<file path="config.mk">
export PLATFORM = sky130hd
export DESIGN_NAME = online_test_sequencer_r4
export DESIGN_NICKNAME = d
export VERILOG_FILES = /design/src/rtl/online_test_sequencer_r4.sv
export SDC_FILE = /design/constraint.sdc
export NUM_CORES = 1
export LEC_CHECK = 0
export BUFFER_PORTS_ARGS = -buffer_cell sky130_fd_sc_hd__buf_2
export CELL_PAD_IN_SITES_DETAIL_PLACEMENT = 1
export CELL_PAD_IN_SITES_GLOBAL_PLACEMENT = 2
export CORE_UTILIZATION = 31
export DETAILED_ROUTE_END_ITERATION = 8
export HOLD_SLACK_MARGIN = 0.1
export PLACE_DENSITY = 0.73
export SLEW_MARGIN = 10
export SYNTH_ARGS = -nofsm -noshare
export SYNTH_HDL_FRONTEND = slang
export SYNTH_SLANG_ARGS = --single-unit
</file>
<file path="constraint.sdc">
create_clock -name clk -period 2.21 [get_ports clk]
set_clock_uncertainty 0.2 [all_clocks]
set_input_delay 0.442 -clock clk [delete_from_list [all_inputs] [get_ports clk]]
set_output_delay 0.442 -clock clk [all_outputs]
set_load 0.01 [all_outputs]
</file>
<file path="src/rtl/online_test_sequencer_r4.sv">
// Stimulus sequencer for digit-serial radix-4 signed-digit online adders.
// Walks a bank of ROM vectors. Each vector is streamed MSD-first into the adder,
// and the delayed output digits are captured and compared bit-exactly against
// the expected word. Pass/fail tallies accumulate across the run.
//
// Handshake: dut_en qualifies dut_x_digit/dut_y_digit. One digit pair is sent
// per cycle while dut_en=1, and there is no backpressure. The adder must present
// dut_z_digit in the same cycle as the matching enabled input cycle.
// dut_clr is a one-cycle pulse that is never coincident with dut_en.
module online_test_sequencer_r4 #(
  parameter int N         = 6,
  parameter int C         = 3,
  parameter int DELTA     = 2,
  parameter int NUM_TESTS = 8,
  localparam int W        = (NUM_TESTS > 1) ? $clog2(NUM_TESTS) : 1
) (
  input  logic               clk,
  input  logic               rst_n,
  input  logic               start,
  output logic [W-1:0]       test_sel,
  input  logic [N*C-1:0]     vec_x,
  input  logic [N*C-1:0]     vec_y,
  input  logic [(N+1)*C-1:0] vec_z,
  output logic               dut_clr,
  output logic               dut_en,
  output logic [C-1:0]       dut_x_digit,
  output logic [C-1:0]       dut_y_digit,
  input  logic [C-1:0]       dut_z_digit,
  output logic               busy,
  output logic               done,
  output logic [W:0]         pass_count,
  output logic [W:0]         fail_count,
  output logic [W-1:0]       first_fail_idx,
  output logic               first_fail_valid,
  output logic [(N+1)*C-1:0] cap_z
);

  localparam int XW = N * C;
  localparam int ZW = (N + 1) * C;
  localparam int KW = $clog2(N + DELTA + 1);
  localparam int LW = (DELTA > 0) ? $clog2(DELTA + 1) : 1;

  typedef enum logic [2:0] {
    IDLE  = 3'd0,
    CLEAR = 3'd1,
    LOAD  = 3'd2,
    RUN   = 3'd3,
    CHECK = 3'd4,
    DONE  = 3'd5
  } state_t;

  // Current state; kept as a named signal so checkers can bind to it.
  state_t        state;
  logic [XW-1:0] x_sh;
  logic [XW-1:0] y_sh;
  logic [ZW-1:0] z_ref;
  logic [ZW-1:0] cap;
  logic [KW-1:0] k;
  // Counts down the online delay; capture starts when it reaches zero.
  logic [LW-1:0] lead;

  // Sequencer FSM with all outputs registered.
  always_ff @(posedge clk or negedge rst_n) begin
    if (!rst_n) begin
      state            <= IDLE;
      test_sel         <= '0;
      dut_clr          <= 1'b0;
      dut_en           <= 1'b0;
      dut_x_digit      <= '0;
      dut_y_digit      <= '0;
      busy             <= 1'b0;
      done             <= 1'b0;
      pass_count       <= '0;
      fail_count       <= '0;
      first_fail_idx   <= '0;
      first_fail_valid <= 1'b0;
      cap_z            <= '0;
      x_sh             <= '0;
      y_sh             <= '0;
      z_ref            <= '0;
      cap              <= '0;
      k                <= '0;
      lead             <= '0;
    end else begin
      dut_clr <= 1'b0;
      case (state)
        IDLE, DONE: begin
          if (start) begin
            pass_count       <= '0;
            fail_count       <= '0;
            first_fail_idx   <= '0;
            first_fail_valid <= 1'b0;
            cap_z            <= '0;
            test_sel         <= '0;
            dut_clr          <= 1'b1;
            busy             <= 1'b1;
            done             <= 1'b0;
            state            <= CLEAR;
          end
        end
        CLEAR: begin
          // The ROM settles on test_sel during this cycle.
          state <= LOAD;
        end
        LOAD: begin
          // The MSD goes out immediately. The shifters hold the remaining digits
          // and fill with zeros, which provides the flush digits for free.
          x_sh        <= vec_x << C;
          y_sh        <= vec_y << C;
          z_ref       <= vec_z;
          cap         <= '0;
          k           <= '0;
          lead        <= LW'(DELTA);
          dut_en      <= 1'b1;
          dut_x_digit <= vec_x[XW-1 -: C];
          dut_y_digit <= vec_y[XW-1 -: C];
          state       <= RUN;
        end
        RUN: begin
          if (lead == '0) begin
            cap <= {cap[ZW-C-1:0], dut_z_digit};
          end else begin
            lead <= lead - LW'(1);
          end
          if (k == KW'(N + DELTA)) begin
            dut_en      <= 1'b0;
            dut_x_digit <= '0;
            dut_y_digit <= '0;
            state       <= CHECK;
          end else begin
            k           <= k + KW'(1);
            dut_x_digit <= x_sh[XW-1 -: C];
            dut_y_digit <= y_sh[XW-1 -: C];
            x_sh        <= x_sh << C;
            y_sh        <= y_sh << C;
          end
        end
        CHECK: begin
          // Exact encoding compare: redundant but equal-valued results fail.
          if (cap == z_ref) begin
            if (pass_count != (W+1)'(NUM_TESTS)) pass_count <= pass_count + (W+1)'(1);
          end else begin
            if (fail_count != (W+1)'(NUM_TESTS)) fail_count <= fail_count + (W+1)'(1);
            if (!first_fail_valid) begin
              first_fail_idx   <= test_sel;
              first_fail_valid <= 1'b1;
            end
          end
          cap_z <= cap;
          if (test_sel == W'(NUM_TESTS - 1)) begin
            busy  <= 1'b0;
            done  <= 1'b1;
            state <= DONE;
          end else begin
            test_sel <= test_sel + W'(1);
            dut_clr  <= 1'b1;
            state    <= CLEAR;
          end
        end
        default: state <= IDLE;
      endcase
    end
  end

endmodule

</file>
# Word-level counts from Yosys, hierarchy flattened
# Index checks and enable logic that the tools add are counted.
dict set report classes {
  n_addsub 5
  n_eq_ne 22
  mux 46
  reduce_logical 17
}
# cell n
set ops {}
lappend ops {{21-bit case mux with 2 select lines} 2}
lappend ops {{18-bit case mux with 2 select lines} 2}
lappend ops {{21-bit 2-to-1 mux} 2}
lappend ops {{18-bit 2-to-1 mux} 2}
lappend ops {{3-bit 2-to-1 mux} 9}
lappend ops {{4-bit 2-to-1 mux} 6}
lappend ops {{2-bit != test, second input constant} 12}
lappend ops {{3-bit case mux with 2 select lines} 4}
lappend ops {{4-bit case mux with 2 select lines} 3}
lappend ops {{21-bit equality test} 1}
lappend ops {{3-bit case mux with 5 select lines} 1}
lappend ops {{4-bit by 1-bit adder with 4-bit output, second input constant} 3}
lappend ops {{2-bit AND reduction} 6}
lappend ops {{4-bit AND reduction} 3}
lappend ops {{1-bit case mux with 2 select lines} 5}
lappend ops {{3-bit equality test, second input constant} 3}
lappend ops {{3-bit AND reduction} 3}
lappend ops {{1-bit 2-to-1 mux} 8}
lappend ops {{4-bit != test, second input constant} 2}
lappend ops {{3-bit by 2-bit equality test with 1-bit output, second input constant} 2}
lappend ops {{4-bit equality test, second input constant} 1}
lappend ops {{2-bit case mux with 2 select lines} 1}
lappend ops {{2-bit nonzero test} 2}
lappend ops {{3-bit by 1-bit adder with 3-bit output, second input constant} 1}
lappend ops {{other kinds (6)} 6}
dict set report totals {
  reg_bits 133
  inputBits 63
  output_inout_bits 46
  word_cells 109
}

# Logic depth before layout (Yosys ltp)
dict set report logic_depth {
  depth_word 4
  depth_mapped 8
  depth_no_buf 6
}

# Least setup slack after synthesis
# OpenSTA, ideal clock, no wires.
dict set report synth_timing {
  path_type {reg2reg}
  start {reg cap[3]}
  end {reg pass_count[0]}
  setup_time_ns 0.079
  t_arrival_ns 1.580
  required_time_ns 1.931
  setup_slack_ns 0.350
  path_stages_with_launch 7
  path_buffers 1
  period_less_slack_ns 1.860
  path_cell_list {dfrtp_1 xnor2_1 nand4_1 nor4_4 and3_1 buf_6 mux2i_1}
}
dict set report synth_via {
  elab_chain_len 3
}
# item line
set synth_rtl {}
lappend synth_rtl {{from (decl)} 57} ;# logic [ZW-1:0] cap;
lappend synth_rtl {{from (signal assigned)} 121} ;# cap <= {cap[ZW-C-1:0], dut_z_digit};
lappend synth_rtl {{21-bit equality test} 140} ;# if (cap == z_ref) begin
lappend synth_rtl {{2-bit != test (no line)} n/a}
lappend synth_rtl {{4-bit AND reduction (no line)} n/a}
lappend synth_rtl {{to (signal assigned)} 141} ;# if (pass_count != (W+1)'(NUM_TESTS)) pass_count <= pass_count + (W+1)'(1);
lappend synth_rtl {{to (decl)} 31} ;# output logic [W:0] pass_count,
# Every way passes these cells.
# A chain may end at the register's enable or synchronous reset.

# Worst setup path in the final report
dict set report layout_timing {
  start {reg state[0]}
  end {reg y_sh[15]}
}
dict set report layout_via {
  elab_chain_len 3
  word_cells_on_any_way 6
}
# item line
set layout_rtl {}
lappend layout_rtl {{from (decl)} 53} ;# state_t state;
lappend layout_rtl {{from (signal assigned)} 65} ;# state <= IDLE;
lappend layout_rtl {{from (signal assigned)} 98} ;# state <= CLEAR;
lappend layout_rtl {{from (signal assigned)} 103} ;# state <= LOAD;
lappend layout_rtl {{3-bit by 2-bit equality test with 1-bit output} 86} ;# case (state)
lappend layout_rtl {{2-bit != test (no line) or 2-bit nonzero test (tied branches)} n/a}
lappend layout_rtl {{2-bit AND reduction (no line)} n/a}
lappend layout_rtl {{to (signal assigned)} 109} ;# y_sh <= vec_y << C;
lappend layout_rtl {{to (signal assigned)} 135} ;# y_sh <= y_sh << C;
lappend layout_rtl {{to (decl)} 55} ;# logic [XW-1:0] y_sh;
# Several ways; a longest one is shown, not always the timed one.

==> metrics.txt <==
run status finished, final reports clean; WL/cell 16.35 um; Area Growth Syn to Fin 32.87%; global route overflow 0; Hold Vio Cnt, Final 0; root buffer cell clkbuf_16; largest net degree at the start of global routing 57; Die Area 18670 um2; Post-DP HPWL 10120 um; GRT Resource Usage Total about 17%; chip width roughly 140 um; floorplan row count 48; Tmin final 1.954 ns; Total Power 5.872 mW; drt drc 0; crit start category flop; count leader, synth dfrtp_1; Post-synth EDFFs 0; GP Congestion about 0.78; capturing point of the worst reg2reg path y_sh[15]; worst-path fanout max 56; Static Leak about 3.7 nW; Num CTS Buffers 17; die height 136.6 um; sequential fraction of the synthesis area 56.57%; Hold/Removal Path Class in2reg; RR Startpoint state[0]; via-per-instance ratio just under 5; CTS tree built; Core ar. 17480 um2; R2R cell count 5; WP data arrival a little over 2 ns; R2R Setup Slk 0.26 ns; Antenna diodes 0; clock-pin transition on the worst setup and hold timing paths 0.06 ns; Max clock buf depth 2; Yosys cell types 39; async set-reset flop share out of synthesis 100.0%; clock sink count between 100 and 150; post-CTS sizing 0; IO Pins 109; Total Nets Final 735; synthesized instance count 514; routed via count ~4400; Skew-Pair Late Insertion Delay ~0.42 ns; final setup vio count 0; fin util about 43%; Peak VDD IR 0.0005082 V; Max transition margin 66.71%; Post-synth top flop dfrtp_1; RSZ-0062 raised after global routing no; Synth top area share 56.57%; Pins Over Slew Limit 0; fraction of final layout cells sized beyond drive strength 1 28.00%; initial antenna violation count 0; fmax 511.9 MHz; dpl ws between 0.1 and 0.15 ns; path type of the worst setup path reg2reg; Iteration-0 DRC Markers 202; Max-Cap Viols 0; Synth area leader dfrtp_1; Tcrit/Tclk final between 80% and 90%; number of synthesized register bits 127; setup_tns 0 ns; drt pass-1 iters 4; syn_nets 586; setup ws final approximately 0.26 ns; hold endpoint x_sh[6]; first-pass GRT wire length between 20000 and 25000 um; worst endpoint required time 2.30 ns; top cells by area, synth dfrtp_1 (57%), nand2_1 (6.5%), mux2i_1 (5.5%); CTS H-tree depth 4; vias in the first global route between 4000 and 5000; Antenna Nets Post-Route 0; syn_area_per_cell around 11 um2; Worst-Margin Slew 0.4993 ns; mapped cell area 5618 um2; final hold slack 0.1137 ns; Hold Crit Start vec_x[3]; Initial Utilization 32.14%; Pwr per Cell Area 786.6 nW/um2; synthesis warning total 0; port bufs 108; type of element capturing the critical path flop; routed wire length 14710 um; cell count of the worst hold path 3; commonest cells in the synthesized netlist dfrtp_1 (127), nand2_1 (98), o21ai_0 (40), mux2i_1 (31), a22o_1 (30)
## state kept, by name, indices dropped and copies added, names as in the netlist, 4 cells and up
register / cells
y_sh: 15
pass_count: 4
k: 4
cap: 21
cap_z: 21
fail_count: 4
x_sh: 15
z_ref: 21
## cell families after synthesis
family	Yosys count	share of synthesized area, %
muxes	54	10.13
AOI/OAI and AO/OA	93	10.98
adders and majority gates	9	2.004
and+or+nand+nor	163	13.07
DFF	127	56.57
xor gates and xnor gates	24	3.742
buffers and inverters	44	3.497
## placed cells by master (no fill, tap or decap), drive strengths merged, types with 14 or more instances in the layout
cell | Yosys | layout
o21ai | 40 | 40
a22o | 32 | 32
nand3 | 26 | 26
dfrtp | 127 | 127
dlygate4sd3 | 0 | 31
xnor2 | 23 | 23
mux2 | 23 | 23
nand2 | 99 | 99
clkbuf | 12 | 19
inv | 14 | 14
mux2i | 31 | 31
buf | 17 | 128
## power breakdown
group          internal [mW]  switching, mW  total, mW
Clock                   2.10           1.03       3.13
Combinational          0.165          0.140      0.304
Sequential              2.39         0.0511       2.44
## cell type report
class                   count  area [um2]
clock buffers              19       432.9
clock inverters            12       216.5
fillers                  1952       10010
inverters                  15       56.30
multi-input cells         343        2255
flip-flops and latches    127        3178
well taps                 225       281.5
repair buffers            159        1045
## worst max-delay path: stages, from the launching register on
cell      delay [ns]
dfrtp_1         0.43
buf_4           0.19
clkinv_1        0.32
o21ai_4         0.28
buf_12          0.24
o21ai_0         0.14
## layer usage
layer | vias up | global-route usage, % | wire [um]
met5 | - | 0 | 0
met4 | 0 | 7.037 | 248
met3 | 19 | 3.222 | 434
met2 | 68 | 28.82 | 7421
met1 | 2188 | 21.54 | 6606
li1 | 2081 | - | -
## through the flow
stage | area, um2 | instances
finish | 7465 | 900
CTS | 7457 | 899
global route | 7465 | 900
floorplan | 5618 | 514
detailed placement | 6497 | 837
global placement | 6497 | 837
## what timing repair did
item                                    4_1_cts  5_1_grt
setup buffers                                 0        1
endpoints found under the hold margin        78        0
endpoints found under the setup margin        0        3
hold buffers                                 31        0
## worst max-delay path by stage
stage                     slack (ns)  depth (start not counted)     start             to
after floorplan                 0.35                          6    cap[3]  pass_count[0]
after global placement          0.18                          5    cap[4]  pass_count[0]
after detailed placement        0.14                          5    cap[9]  pass_count[3]
after CTS                       0.12                          5    cap[9]  pass_count[3]
after global routing            0.07                          5  state[0]        cap[13]
final                           0.26                          5  state[0]       y_sh[15]
Power figures use the tool's default switching activity.
